==> src/rtl/fetch_phase_sequencer_pkg.sv <==
// Shared types and helpers for the byte-serial x86-64 fetch sequencer.
package fetch_phase_sequencer_pkg;

  typedef enum logic [2:0] {
    OPCODE_1     = 3'd0,
    OPCODE_2     = 3'd1,
    MODRM        = 3'd2,
    SIB          = 3'd3,
    DISPLACEMENT = 3'd4,
    IMMEDIATE    = 3'd5,
    DONE         = 3'd6
  } fstate_e;

  typedef struct packed {
    logic [2:0] size;
    logic [1:0] cnt;
  } const_info_t;

  typedef struct packed {
    logic [3:0]  rex;
    logic [7:0]  opcode;
    logic        escape;
    logic        has_modrm;
    logic [7:0]  modrm;
    logic        has_sib;
    logic [7:0]  sib;
    logic [31:0] disp;
    logic [31:0] imm;
    logic [3:0]  len;
    logic        illegal;
  } fetch_rec_t;

  localparam logic [7:0] REX_LO    = 8'h40;
  localparam logic [7:0] REX_HI    = 8'h4F;
  localparam logic [7:0] ESCAPE_0F = 8'h0F;

  function automatic logic imm_size_ok(input logic [2:0] s);
    return (s == 3'd0) || (s == 3'd1) || (s == 3'd2) || (s == 3'd4);
  endfunction

  // Byte k overwrites bits [31:8k] with its sign extension, so the value is
  // always the sign-extended little-endian constant seen so far.
  function automatic logic [31:0] merge_const(input logic [31:0] cur, input logic [1:0] k,
                                              input logic [7:0] b);
    logic [31:0] ext;
    logic [31:0] keep;
    ext  = {{24{b[7]}}, b} << {k, 3'b000};
    keep = (32'h1 << {k, 3'b000}) - 32'd1;
    return (cur & keep) | ext;
  endfunction

  function automatic fstate_e operand_next(input logic need_sib, input logic [2:0] disp_size,
                                           input logic [2:0] imm_size);
    fstate_e nxt;
    if (need_sib)                nxt = SIB;
    else if (disp_size != 3'd0)  nxt = DISPLACEMENT;
    else if (imm_size != 3'd0)   nxt = IMMEDIATE;
    else                         nxt = DONE;
    return nxt;
  endfunction

endpackage

==> src/rtl/fetch_phase_sequencer_modrm.sv <==
// ModRM/SIB addressing decode: whether a SIB byte follows and the displacement size.
module fetch_modrm_decode
  import fetch_phase_sequencer_pkg::*;
(
  input  logic [7:0] modrm,
  input  logic [7:0] sib,
  input  logic       use_sib,
  output logic       need_sib,
  output logic [2:0] disp_size
);

  logic [1:0] mode;
  logic [2:0] rm;
  logic [2:0] base;

  assign mode = modrm[7:6];
  assign rm   = modrm[2:0];
  assign base = sib[2:0];

  always_comb begin
    need_sib  = !use_sib && (mode != 2'b11) && (rm == 3'b100);
    disp_size = 3'd0;
    case (mode)
      2'b01:   disp_size = 3'd1;
      2'b10:   disp_size = 3'd4;
      // mod=00 with rm=101 is RIP-relative; with a SIB, base=101 means disp32 only.
      2'b00:   disp_size = ((use_sib ? base : rm) == 3'b101) ? 3'd4 : 3'd0;
      default: disp_size = 3'd0;
    endcase
  end

endmodule

==> src/rtl/fetch_phase_sequencer.sv <==
// Byte-serial instruction fetch controller: walks the fetch phases one byte per
// cycle and presents the assembled instruction record over valid/ready.
module fetch_phase_sequencer
  import fetch_phase_sequencer_pkg::*;
#(
  parameter int ADDR_W  = 32,
  parameter int MAX_LEN = 15
) (
  input  logic              clk,
  input  logic              rst,
  input  logic              flush,
  input  logic              byte_valid,
  output logic              byte_ready,
  input  logic [7:0]        byte_data,
  input  logic [ADDR_W-1:0] byte_pc,
  output logic [7:0]        dec_opcode,
  output logic              dec_escape,
  input  logic              dec_has_modrm,
  input  logic [2:0]        dec_imm_size,
  input  logic              dec_illegal,
  output logic              out_valid,
  input  logic              out_ready,
  output logic [3:0]        out_rex,
  output logic [7:0]        out_opcode,
  output logic              out_escape,
  output logic              out_has_modrm,
  output logic [7:0]        out_modrm,
  output logic              out_has_sib,
  output logic [7:0]        out_sib,
  output logic [31:0]       out_disp,
  output logic [31:0]       out_imm,
  output logic [3:0]        out_len,
  output logic [ADDR_W-1:0] out_pc,
  output logic              out_illegal,
  output logic [2:0]        phase
);

  fstate_e           state_q, state_d;
  fetch_rec_t        rec_q, rec_d;
  logic [ADDR_W-1:0] pc_q, pc_d;
  const_info_t       disp_q, disp_d, imm_q, imm_d;

  logic       accept;
  logic       md_use_sib;
  logic [7:0] md_modrm, md_sib;
  logic       md_need_sib;
  logic [2:0] md_disp_size;

  assign byte_ready = (state_q != DONE) && !flush;
  assign accept     = byte_valid && byte_ready;
  assign dec_escape = (state_q == OPCODE_2);
  assign dec_opcode = ((state_q == OPCODE_1) || (state_q == OPCODE_2)) ? byte_data : 8'h00;

  // One decoder serves both phases: ModRM comes live in MODRM, latched in SIB.
  assign md_use_sib = (state_q == SIB);
  assign md_modrm   = md_use_sib ? rec_q.modrm : byte_data;
  assign md_sib     = md_use_sib ? byte_data : 8'h00;

  fetch_modrm_decode u_modrm (
    .modrm     (md_modrm),
    .sib       (md_sib),
    .use_sib   (md_use_sib),
    .need_sib  (md_need_sib),
    .disp_size (md_disp_size)
  );

  always_comb begin
    state_d = state_q;
    rec_d   = rec_q;
    pc_d    = pc_q;
    disp_d  = disp_q;
    imm_d   = imm_q;
    if (flush || ((state_q == DONE) && out_ready)) begin
      state_d = OPCODE_1;
      rec_d   = '0;
      pc_d    = '0;
      disp_d  = '0;
      imm_d   = '0;
    end else if (accept) begin
      rec_d.len = rec_q.len + 4'd1;
      if (rec_q.len == 4'd0) pc_d = byte_pc;
      case (state_q)
        OPCODE_1, OPCODE_2: begin
          if ((state_q == OPCODE_1) && (byte_data >= REX_LO) && (byte_data <= REX_HI)) begin
            rec_d.rex = byte_data[3:0];
          end else if ((state_q == OPCODE_1) && (byte_data == ESCAPE_0F)) begin
            state_d = OPCODE_2;
          end else begin
            rec_d.opcode    = byte_data;
            rec_d.escape    = (state_q == OPCODE_2);
            rec_d.has_modrm = dec_has_modrm;
            imm_d.size      = dec_imm_size;
            if (dec_illegal || !imm_size_ok(dec_imm_size)) begin
              rec_d.illegal = 1'b1;
              state_d       = DONE;
            end else if (dec_has_modrm) begin
              state_d = MODRM;
            end else begin
              state_d = operand_next(1'b0, 3'd0, dec_imm_size);
            end
          end
        end
        MODRM: begin
          rec_d.modrm = byte_data;
          disp_d.size = md_disp_size;
          state_d     = operand_next(md_need_sib, md_disp_size, imm_q.size);
        end
        SIB: begin
          rec_d.has_sib = 1'b1;
          rec_d.sib     = byte_data;
          disp_d.size   = md_disp_size;
          state_d       = operand_next(1'b0, md_disp_size, imm_q.size);
        end
        DISPLACEMENT: begin
          rec_d.disp = merge_const(rec_q.disp, disp_q.cnt, byte_data);
          disp_d.cnt = disp_q.cnt + 2'd1;
          if (({1'b0, disp_q.cnt} + 3'd1) == disp_q.size)
            state_d = (imm_q.size != 3'd0) ? IMMEDIATE : DONE;
        end
        IMMEDIATE: begin
          rec_d.imm = merge_const(rec_q.imm, imm_q.cnt, byte_data);
          imm_d.cnt = imm_q.cnt + 2'd1;
          if (({1'b0, imm_q.cnt} + 3'd1) == imm_q.size) state_d = DONE;
        end
        default: ;
      endcase
      // Hitting the length limit mid-instruction stops consumption immediately.
      if ((state_d != DONE) && (rec_d.len == 4'(MAX_LEN))) begin
        state_d       = DONE;
        rec_d.illegal = 1'b1;
      end
    end
  end

  always_ff @(posedge clk) begin
    if (rst) begin
      state_q <= OPCODE_1;
      rec_q   <= '0;
      pc_q    <= '0;
      disp_q  <= '0;
      imm_q   <= '0;
    end else begin
      state_q <= state_d;
      rec_q   <= rec_d;
      pc_q    <= pc_d;
      disp_q  <= disp_d;
      imm_q   <= imm_d;
    end
  end

  assign out_valid     = (state_q == DONE);
  assign out_rex       = rec_q.rex;
  assign out_opcode    = rec_q.opcode;
  assign out_escape    = rec_q.escape;
  assign out_has_modrm = rec_q.has_modrm;
  assign out_modrm     = rec_q.modrm;
  assign out_has_sib   = rec_q.has_sib;
  assign out_sib       = rec_q.sib;
  assign out_disp      = rec_q.disp;
  assign out_imm       = rec_q.imm;
  assign out_len       = rec_q.len;
  assign out_pc        = pc_q;
  assign out_illegal   = rec_q.illegal;
  assign phase         = state_q;

endmodule

==> config.mk <==
export PLATFORM = sky130hd
export DESIGN_NAME = fetch_phase_sequencer
export DESIGN_NICKNAME = d
export VERILOG_FILES = /design/src/rtl/fetch_phase_sequencer_pkg.sv /design/src/rtl/fetch_phase_sequencer_modrm.sv /design/src/rtl/fetch_phase_sequencer.sv
export SDC_FILE = /design/constraint.sdc
export NUM_CORES = 1
export LEC_CHECK = 0
export BUFFER_PORTS_ARGS = -buffer_cell sky130_fd_sc_hd__buf_2
export CORE_ASPECT_RATIO = 0.9
export CORE_MARGIN = 8
export CORE_UTILIZATION = 45
export CTS_CLUSTER_DIAMETER = 100
export DETAILED_ROUTE_END_ITERATION = 8
export GPL_ROUTABILITY_DRIVEN = 0
export HOLD_SLACK_MARGIN = 0.15
export PLACE_DENSITY = 0.75
export SLEW_MARGIN = 25
export SYNTH_ARGS = -nofsm -noshare
export SYNTH_HDL_FRONTEND = slang
export SYNTH_SLANG_ARGS = --single-unit
==> constraint.sdc <==
create_clock -name clk -period 2.9 [get_ports clk]
set_input_delay 0.435 -clock clk [delete_from_list [all_inputs] [get_ports clk]]
set_output_delay 0.435 -clock clk [all_outputs]
set_load 0.02 [all_outputs]
==> flow_summary_export.csv, run 1 <==
group,metric,value,unit
grt,global_route.overflow_total,0,
synth,ys_dominant_reg_cell,"sky130_fd_sc_hd__dfxtp_1",
cts,cts_sinks,144,
sta,setup_repair_after_global_routing_missed_its_margin,"false",
drt,ant_nets,0,
cts,clock-root-buffer,"sky130_fd_sc_hd__clkbuf_16",
power,peakVddDrop,0.0004647,V
synth,synthDominantAreaCellType,"sky130_fd_sc_hd__dfxtp_1",
drt,routed.top_layer,"met4",
grt,grt_start_max_net_pins,51,
hold_path,whs_path_depth,3,
floorplan,design.portCount,196,
cts,clk_transition_reported_paths,0.06,ns
drt,vias,5940,
hold_path,hold_class,"in -> reg",
flow_run,drv.max_cap_violation_count,0,
cts,cts-resized-gates,0,
layout,share_of_layout_cells_above_drive_strength_1,28.45,%
synth,yosys_warnings,0,
layout,n_antenna_cell,0,
sta,rel_slew_slack,57.55,%
drt,wl_per_cell,17.41,um
sta,finClkSkew,0.007531,ns
layout,final-seq-area,2883,um2
power,powerDensity,604.1,nW/um2
power,p_leak,3.373,nW
synth,synth_area_leaders,"sky130_fd_sc_hd__dfxtp_1 (47%), sky130_fd_sc_hd__nand2_1 (9.2%), sky130_fd_sc_hd__a21oi_1 (8.9%)",
sta,tightestPinTransition,0.6279,ns
cts,cts_max_level,4,
cts,post_cts_buffers,0,
critical_path,timing.reg2reg.worst_path_depth,6,
drt,wl_met3,1650,um
grt,number_of_global_route_vias_before_repair,5521,
sta,final_slew_violations,0,
critical_path,regToRegStartpoint,"disp_q[1]",
drt,met2_wirelength,8502,um
sta,achievable-frequency,0.4135,GHz
sta,final-setup-viol-count,0,
drt,dr.pass1.iters,5,
synth,post-synth-top-area-fraction,47.31,%
grt,antenna_found_initial,0,
drt,dr.first_iter.drc_count,447,
grt,wire_length_of_the_first_global_routing_pass,30370,um
layout,final_nets,987,
drt,met1Wirelength,8548,um
place,dpl-instance-area,7213,um2
grt,total_grt_usage,21.49,%
floorplan,coreArea,13310,um2
drt,drc,0,
place,hpwl,13290,um
drt,routed_wl,19200,um
synth,netlist_area,6093,um2
synth,synth-seq-cells,144,
cts,worst_skew_pair.late_latency,0.42,ns
hold_path,hold_path_end,"out_pc[2]",
critical_path,crit-reg2reg-capture,"out_illegal",
critical_path,crit_path_start_kind,"flip-flop",
synth,syn_nets,806,
floorplan,count_of_standard_cell_rows,40,
cts,number_of_buffers_inserted_during_clock_tree_synthesis,17,
floorplan,floorplan.die.height,126.4,um
floorplan,floorplan.die_area,17530,um2
hold_path,worstHoldStart,"byte_pc[2]",
layout,multi_input_comb_area,2928,um2
cts,cts_hold_repair.buffers,0,
critical_path,worstPathRequired,2.47,ns
critical_path,reg2reg_slack,0.49,ns
synth,syn_area_per_cell,8.223,um2
sta,period_share,83.38,%
critical_path,timing.critical_path.arrival,1.98,ns
synth,post_synth_inst_count,741,
synth,synth-edff-count,0,
layout,layout.cell_area.non_filler,7870,um2
layout,area.growth.synth_to_final,29.16,%
cts,cts_tree,"built",
floorplan,dieWidth,138.7,um
place,numPortBuffers,195,
floorplan,start_util,45.77,%
critical_path,worst-path-max-fanout,7,
layout,fillCellCount,1192,
critical_path,timing.critical_path.to_type,"output pin",
drt,drt-vias-per-instance,5.385,
critical_path,criticalPathCategory,"reg -> out",
status,outcome,"finished clean",
sta,setup_total_negative_slack,0,ns
power,total_power,0.004754,W
cts,clock_path_buffers,2,
synth,synth-seq-area-share,47.31,%
sta,hold_viol,0,
synth,synthArstFlopShare,0,%
synth,synth.distinct_cells,59,
sta,finalCriticalPeriod,2.418,ns
-- area by class of cell --
class,count,area share [%]
Clock inverter,9,2.273
Clock buffer,23,6.073
Inverter,11,0.5246
Multi-Input combinational cell,533,37.20
Sequential cell,144,36.63
Timing Repair Buffer,215,14.63
Tap cell,168,2.671
-- flip-flops by register name, summed over array words and instances (netlist names), 3 cells and up --
register / cells
out_rex: 4
out_disp: 32
out_imm: 32
out_pc: 32
out_modrm: 8
phase: 3
out_opcode: 8
out_sib: 8
imm_q: 5
out_len: 4
disp_q: 4
-- logic make-up (layout without fill, tap and decap cells) --
group | Yosys count | in the layout | synth area share, %
compound gates | 198 | 198 | 19.45
xor+xnor | 10 | 10 | 1.437
buf+inv | 64 | 258 | 4.805
fa+ha+maj | 16 | 16 | 3.244
simple gates | 298 | 298 | 21.95
mux | 11 | 11 | 1.807
flops | 144 | 144 | 47.31
-- cells in the mapped netlist (8+ instances only) --
cell                       number
sky130_fd_sc_hd__nand2b_1       8
sky130_fd_sc_hd__mux2i_1       11
sky130_fd_sc_hd__o21ai_0       17
sky130_fd_sc_hd__nor2_1        76
sky130_fd_sc_hd__clkbuf_1      34
sky130_fd_sc_hd__a31oi_1       15
sky130_fd_sc_hd__buf_2         12
sky130_fd_sc_hd__and2_1        11
sky130_fd_sc_hd__a22oi_1       36
sky130_fd_sc_hd__inv_1         11
sky130_fd_sc_hd__nand2_1      150
sky130_fd_sc_hd__dfxtp_1      144
sky130_fd_sc_hd__nand3_1       15
sky130_fd_sc_hd__ha_1          15
sky130_fd_sc_hd__a21oi_1      108
-- critical path, cell delays in order (launching register included) --
cell and delay (ns):
sky130_fd_sc_hd__dfxtp_1 0.39, sky130_fd_sc_hd__buf_4 0.20, sky130_fd_sc_hd__nor2_1 0.39, sky130_fd_sc_hd__buf_4 0.24, sky130_fd_sc_hd__and2_1 0.15, sky130_fd_sc_hd__buf_2 0.20
-- per-stage QoR --
step | hold WS [ns] | setup WS [ns] | utilization [%] | instances
after floorplan | 0.4693 | 0.8199 | - | 741
after global placement | 0.4394 | 0.5126 | 54.17 | 1071
after detailed placement | 0.4443 | 0.5503 | 54.18 | 1071
after CTS | 0.2317 | 0.4725 | 59.12 | 1103
after global routing | 0.2309 | 0.3351 | 59.12 | 1103
final | 0.2471 | 0.4819 | 59.12 | 1103
-- layer usage --
metal	up-vias	track usage (%)
li1	2900	-
met1	2766	27.63
met2	241	32.52
met3	33	7.499
met4	0	8.253
met5	-	0
-- how the worst max path moves through the flow --
stage	startpoint	endpoint	slack, ns
floorplan	imm_q[0]	phase[0]	0.82
finish	phase[2]	dec_opcode[6]	0.48
CTS	phase[2]	dec_opcode[6]	0.47
global placement	disp_q[1]	out_illegal	0.51
detailed placement	disp_q[1]	out_illegal	0.55
global route	disp_q[1]	out_illegal	0.34
-- report_power, final --
| group | switching (W) | internal [W] | total, W |
|---|---|---|---|
| Clock | 0.000824 | 0.00160 | 0.00242 |
| Sequential | 0.0000122 | 0.00200 | 0.00201 |
| Combinational | 0.000220 | 0.000107 | 0.000327 |
| Total | 0.00106 | 0.00370 | 0.00475 |
-- placed cells by master (no fill, tap or decap), types with 2 or more instances in the layout --
master,count
sky130_fd_sc_hd__buf_2,195
sky130_fd_sc_hd__nand2_1,150
sky130_fd_sc_hd__dfxtp_1,144
sky130_fd_sc_hd__a21oi_1,108
sky130_fd_sc_hd__nor2_1,76
sky130_fd_sc_hd__a22oi_1,36
sky130_fd_sc_hd__buf_4,18
sky130_fd_sc_hd__o21ai_0,17
sky130_fd_sc_hd__clkbuf_16,17
sky130_fd_sc_hd__nand3_1,15
sky130_fd_sc_hd__a31oi_1,15
sky130_fd_sc_hd__ha_1,15
sky130_fd_sc_hd__and2_1,11
sky130_fd_sc_hd__inv_1,11
sky130_fd_sc_hd__mux2i_1,11
sky130_fd_sc_hd__nand2b_1,8
sky130_fd_sc_hd__nor3_1,5
sky130_fd_sc_hd__or3_1,5
sky130_fd_sc_hd__xor2_1,5
sky130_fd_sc_hd__xnor2_1,5
sky130_fd_sc_hd__bufinv_16,5
sky130_fd_sc_hd__nor3_2,4
sky130_fd_sc_hd__nor2_2,3
sky130_fd_sc_hd__or2_2,3
sky130_fd_sc_hd__clkbuf_8,3
sky130_fd_sc_hd__clkbuf_1,3
sky130_fd_sc_hd__nor3b_1,2
sky130_fd_sc_hd__o21ai_1,2
sky130_fd_sc_hd__a211oi_1,2
sky130_fd_sc_hd__nand4_1,2
sky130_fd_sc_hd__clkinvlp_4,2
sky130_fd_sc_hd__buf_12,2
Power figures use the tool's default switching activity.
==> inputs of run 2 (changes only) <==
--- a/config.mk
+++ b/config.mk
@@ -5,6 +5,7 @@
 export SDC_FILE = /design/constraint.sdc
 export NUM_CORES = 1
 export LEC_CHECK = 0
+export ABC_AREA = 1
 export BUFFER_PORTS_ARGS = -buffer_cell sky130_fd_sc_hd__buf_2
 export CORE_ASPECT_RATIO = 0.9
 export CORE_MARGIN = 8
==> constraint.sdc (replaced) <==
create_clock -name clk -period 2.3 [get_ports clk]
set_input_delay 0.345 -clock clk [delete_from_list [all_inputs] [get_ports clk]]
set_output_delay 0.345 -clock clk [all_outputs]
set_load 0.02 [all_outputs]
==> run 2 against run 1 <==
Against the previous run: register-to-register slack worse by 0.31 ns; synthesized area fell by 0.45%; first-iteration DRC count grew 15%; clock power up 22%; highest routed layer unchanged; largest power group unchanged; die area decreased by 0.40%; flip-flop and latch count unchanged.
==> flow_summary_export.csv, run 2 <==
group,metric,value,unit
flow_run,drv.max_cap_violation_count,0,
layout,share_of_layout_cells_above_drive_strength_1,25.99,%
sta,setup_total_negative_slack,0,ns
floorplan,count_of_standard_cell_rows,40,
place,dp_cells,1138,
synth,post_synth_inst_count,801,
layout,n_antenna_cell,0,
sta,hold_viol,0,
synth,synth-seq-cells,144,
layout,fillCellCount,1164,
layout,final_nets,1085,
hold_path,hold_class,"in -> reg",
power,combPwrFrac,8.1,%
synth,netlist_area,6066,um2
cts,cts_tree,"built",
synth,synthDominantAreaCellType,"sky130_fd_sc_hd__dfxtp_1",
layout,finish.utilization,61.82,%
cts,clock_path_buffers,2,
sta,rel_slew_slack,59.02,%
drt,wl_per_cell,16.79,um
critical_path,path_cells,"inv_1 -> ha_1 -> xnor2_1 -> nand3_1 -> nand2_1 -> nand3_1 -> nor2_1 -> nand3_1 -> nand2_1 -> o22ai_1 -> and2_1",
drt,dr.pass1.iters,5,
cts,clk_transition_reported_paths,0.06,ns
grt,antenna_found_initial,0,
floorplan,floorplan.die_area,17460,um2
synth,post-synth-top-area-fraction,47.52,%
drt,drc,0,
sta,fin_ws,0.1753,ns
grt,total_grt_usage,22.28,%
hold_path,worstHoldStart,"byte_pc[30]",
place,place_ws,0.1978,ns
floorplan,design.portCount,196,
drt,ant_nets,0,
cts,number_of_buffers_inserted_during_clock_tree_synthesis,17,
hold_path,hold_path_end,"out_pc[30]",
sta,period_share,92.38,%
floorplan,floorplan.die.height,126.1,um
grt,wire_length_of_the_first_global_routing_pass,32020,um
power,powerDensity,731.9,nW/um2
cts,cts_max_level,4,
synth,syn_nets,866,
synth,post-synth-top-count-cell,"sky130_fd_sc_hd__dfxtp_1",
layout,final_cell_mix,"sky130_fd_sc_hd__buf_2 (195), sky130_fd_sc_hd__dfxtp_1 (144), sky130_fd_sc_hd__nor2_1 (135), sky130_fd_sc_hd__nand2_1 (104), sky130_fd_sc_hd__o21ai_0 (99)",
critical_path,timing.critical_path.arrival,2.44,ns
synth,yosys_warnings,0,
synth,synth.distinct_cells,36,
critical_path,critical_path.max_stage_delay,0.50,ns
critical_path,timing.critical_path.to_type,"flip-flop",
sta,final_slew_violations,0,
sta,finalCriticalPeriod,2.125,ns
synth,synth-seq-area-share,47.52,%
hold_path,whs_path_depth,3,
critical_path,worstPathRequired,2.62,ns
floorplan,dieWidth,138.4,um
drt,drt-vias-per-instance,5.304,
power,clockPowerShare,49.4,%
critical_path,criticalPathCategory,"reg -> reg",
cts,worst_skew_pair.late_latency,0.43,ns
drt,routed_wl,20140,um
critical_path,crit_path_start_kind,"flip-flop",
sta,finClkSkew,0.01374,ns
layout,layout_commonest_cell,"sky130_fd_sc_hd__buf_2",
floorplan,coreArea,13260,um2
critical_path,worst-path-max-fanout,7,
grt,global_route.overflow_total,0,
power,power.share.switching,23.02,%
synth,syn_area_per_cell,7.573,um2
layout,area.growth.synth_to_final,35.17,%
sta,tightestPinTransition,0.6125,ns
layout,layout.cells.non_filler,1199,
power,p_leak,3.795,nW
cts,clock-root-buffer,"sky130_fd_sc_hd__clkbuf_16",
critical_path,crit-reg2reg-capture,"phase[0]",
power,peakVddDrop,0.0005589,V
grt,number_of_global_route_vias_before_repair,6118,
floorplan,start_util,45.74,%
power,p_switching,0.001381,W
power,total_power,0.006001,W
critical_path,timing.reg2reg.worst_path_depth,11,
cts,cts_sinks,144,
critical_path,regToRegStartpoint,"imm_q[1]",
grt,grt_start_max_net_pins,76,
critical_path,critical_path.most_common_cell,"sky130_fd_sc_hd__nand3_1",
drt,vias,6360,
critical_path,crit_path_top_delay_cell,"sky130_fd_sc_hd__dfxtp_1",
status,outcome,"finished clean",
synth,synthArstFlopShare,0,%
place,numPortBuffers,195,
critical_path,timing.critical_path.from,"imm_q[1]",
sta,achievable-frequency,0.4707,GHz
place,hpwl,13490,um
sta,final-setup-viol-count,0,
sta,setup_repair_after_global_routing_missed_its_margin,"false",
synth,synth.top_cells.by_count,"sky130_fd_sc_hd__dfxtp_1 (144), sky130_fd_sc_hd__nor2_1 (135), sky130_fd_sc_hd__nand2_1 (104), sky130_fd_sc_hd__o21ai_0 (99), sky130_fd_sc_hd__a21oi_1 (88)",
synth,synth_area_leaders,"sky130_fd_sc_hd__dfxtp_1 (48%), sky130_fd_sc_hd__nor2_1 (8.4%), sky130_fd_sc_hd__o21ai_0 (8.2%)",
synth,ys_dominant_reg_cell,"sky130_fd_sc_hd__dfxtp_1",
drt,dr.first_iter.drc_count,512,
critical_path,reg2reg_slack,0.18,ns
power,pwr-share-seq,42.5,%
synth,synth-edff-count,0,
power,internal-power,0.004619,W
## run 2: worst max path at each step
| stage | end | slack, ns | depth (start not counted) |
|---|---|---|---|
| finish | phase[0] | 0.18 | 11 |
| global route | out_imm[30] | 0.05 | 8 |
| CTS | out_imm[30] | 0.19 | 9 |
| detailed placement | out_imm[29] | 0.20 | 9 |
| global placement | out_imm[28] | 0.25 | 8 |
| floorplan | out_illegal | 0.22 | 16 |
## run 2: area by class of cell
class	count	area, um2	area share (%)
sequential	144	2883	35.16
inverter	52	197.7	2.411
multi-input combinational	558	2794	34.08
clock buffer	21	480.5	5.860
timing repair buffer	247	1479	18.04
clock inverter	9	155.1	1.892
tap	168	210.2	2.564
## run 2: logic make-up (layout without fill, tap and decap cells)
kind of cell               Yosys count  count (layout)  share of synthesized area (%)
xor gates and xnor gates             5               5                         0.7221
AOI/OAI and AO/OA                  225             225                          19.53
DFF                                144             144                          47.52
adders and majority gates           15              15                          3.094
buffers and inverters               99             329                          6.704
and+or+nand+nor                    313             313                          22.42
## run 2: power groups by stage
stage	logic, W	registers, W	clock network (W)
finish	0.000485	0.00255	0.00296
global route	0.000531	0.00256	0.00310
CTS	0.000478	0.00255	0.00301
detailed placement	0.000437	0.00260	0
global placement	0.000434	0.00260	0
floorplan	0.000217	0.00264	0
## run 2: layer usage
| metal | share of wire (%) | routed length [um] | track usage [%] |
|---|---|---|---|
| met5 | 0 | 0 | 0 |
| met4 | 1.5 | 298 | 7.280 |
| met3 | 9.8 | 1969 | 8.527 |
| met2 | 48 | 9590 | 37.02 |
| met1 | 41 | 8279 | 25.90 |
## run 2: timing repair
item                                    4_1_cts  5_1_grt
endpoints found under the hold margin        30        0
endpoints found under the setup margin        0       20
resized for setup                             0        3
hold buffers                                 30        0
buffers inserted                              0        1
## run 2: worst max-delay path, delay by kind of cell, from the launching register on
family | cells | cell delay (ns)
fa+ha+maj | 1 | 0.35
buf+inv | 1 | 0.22
compound gates | 1 | 0.08
flops | 1 | 0.50
simple gates | 7 | 0.72
xor+xnor | 1 | 0.16
## run 2: through the flow
stage,instance area [um2],hold slack [ns]
after floorplan,6066,0.4799
after global placement,7243,0.4450
after detailed placement,7243,0.4506
after CTS,8179,0.1545
after global routing,8199,0.1727
final,8199,0.1701
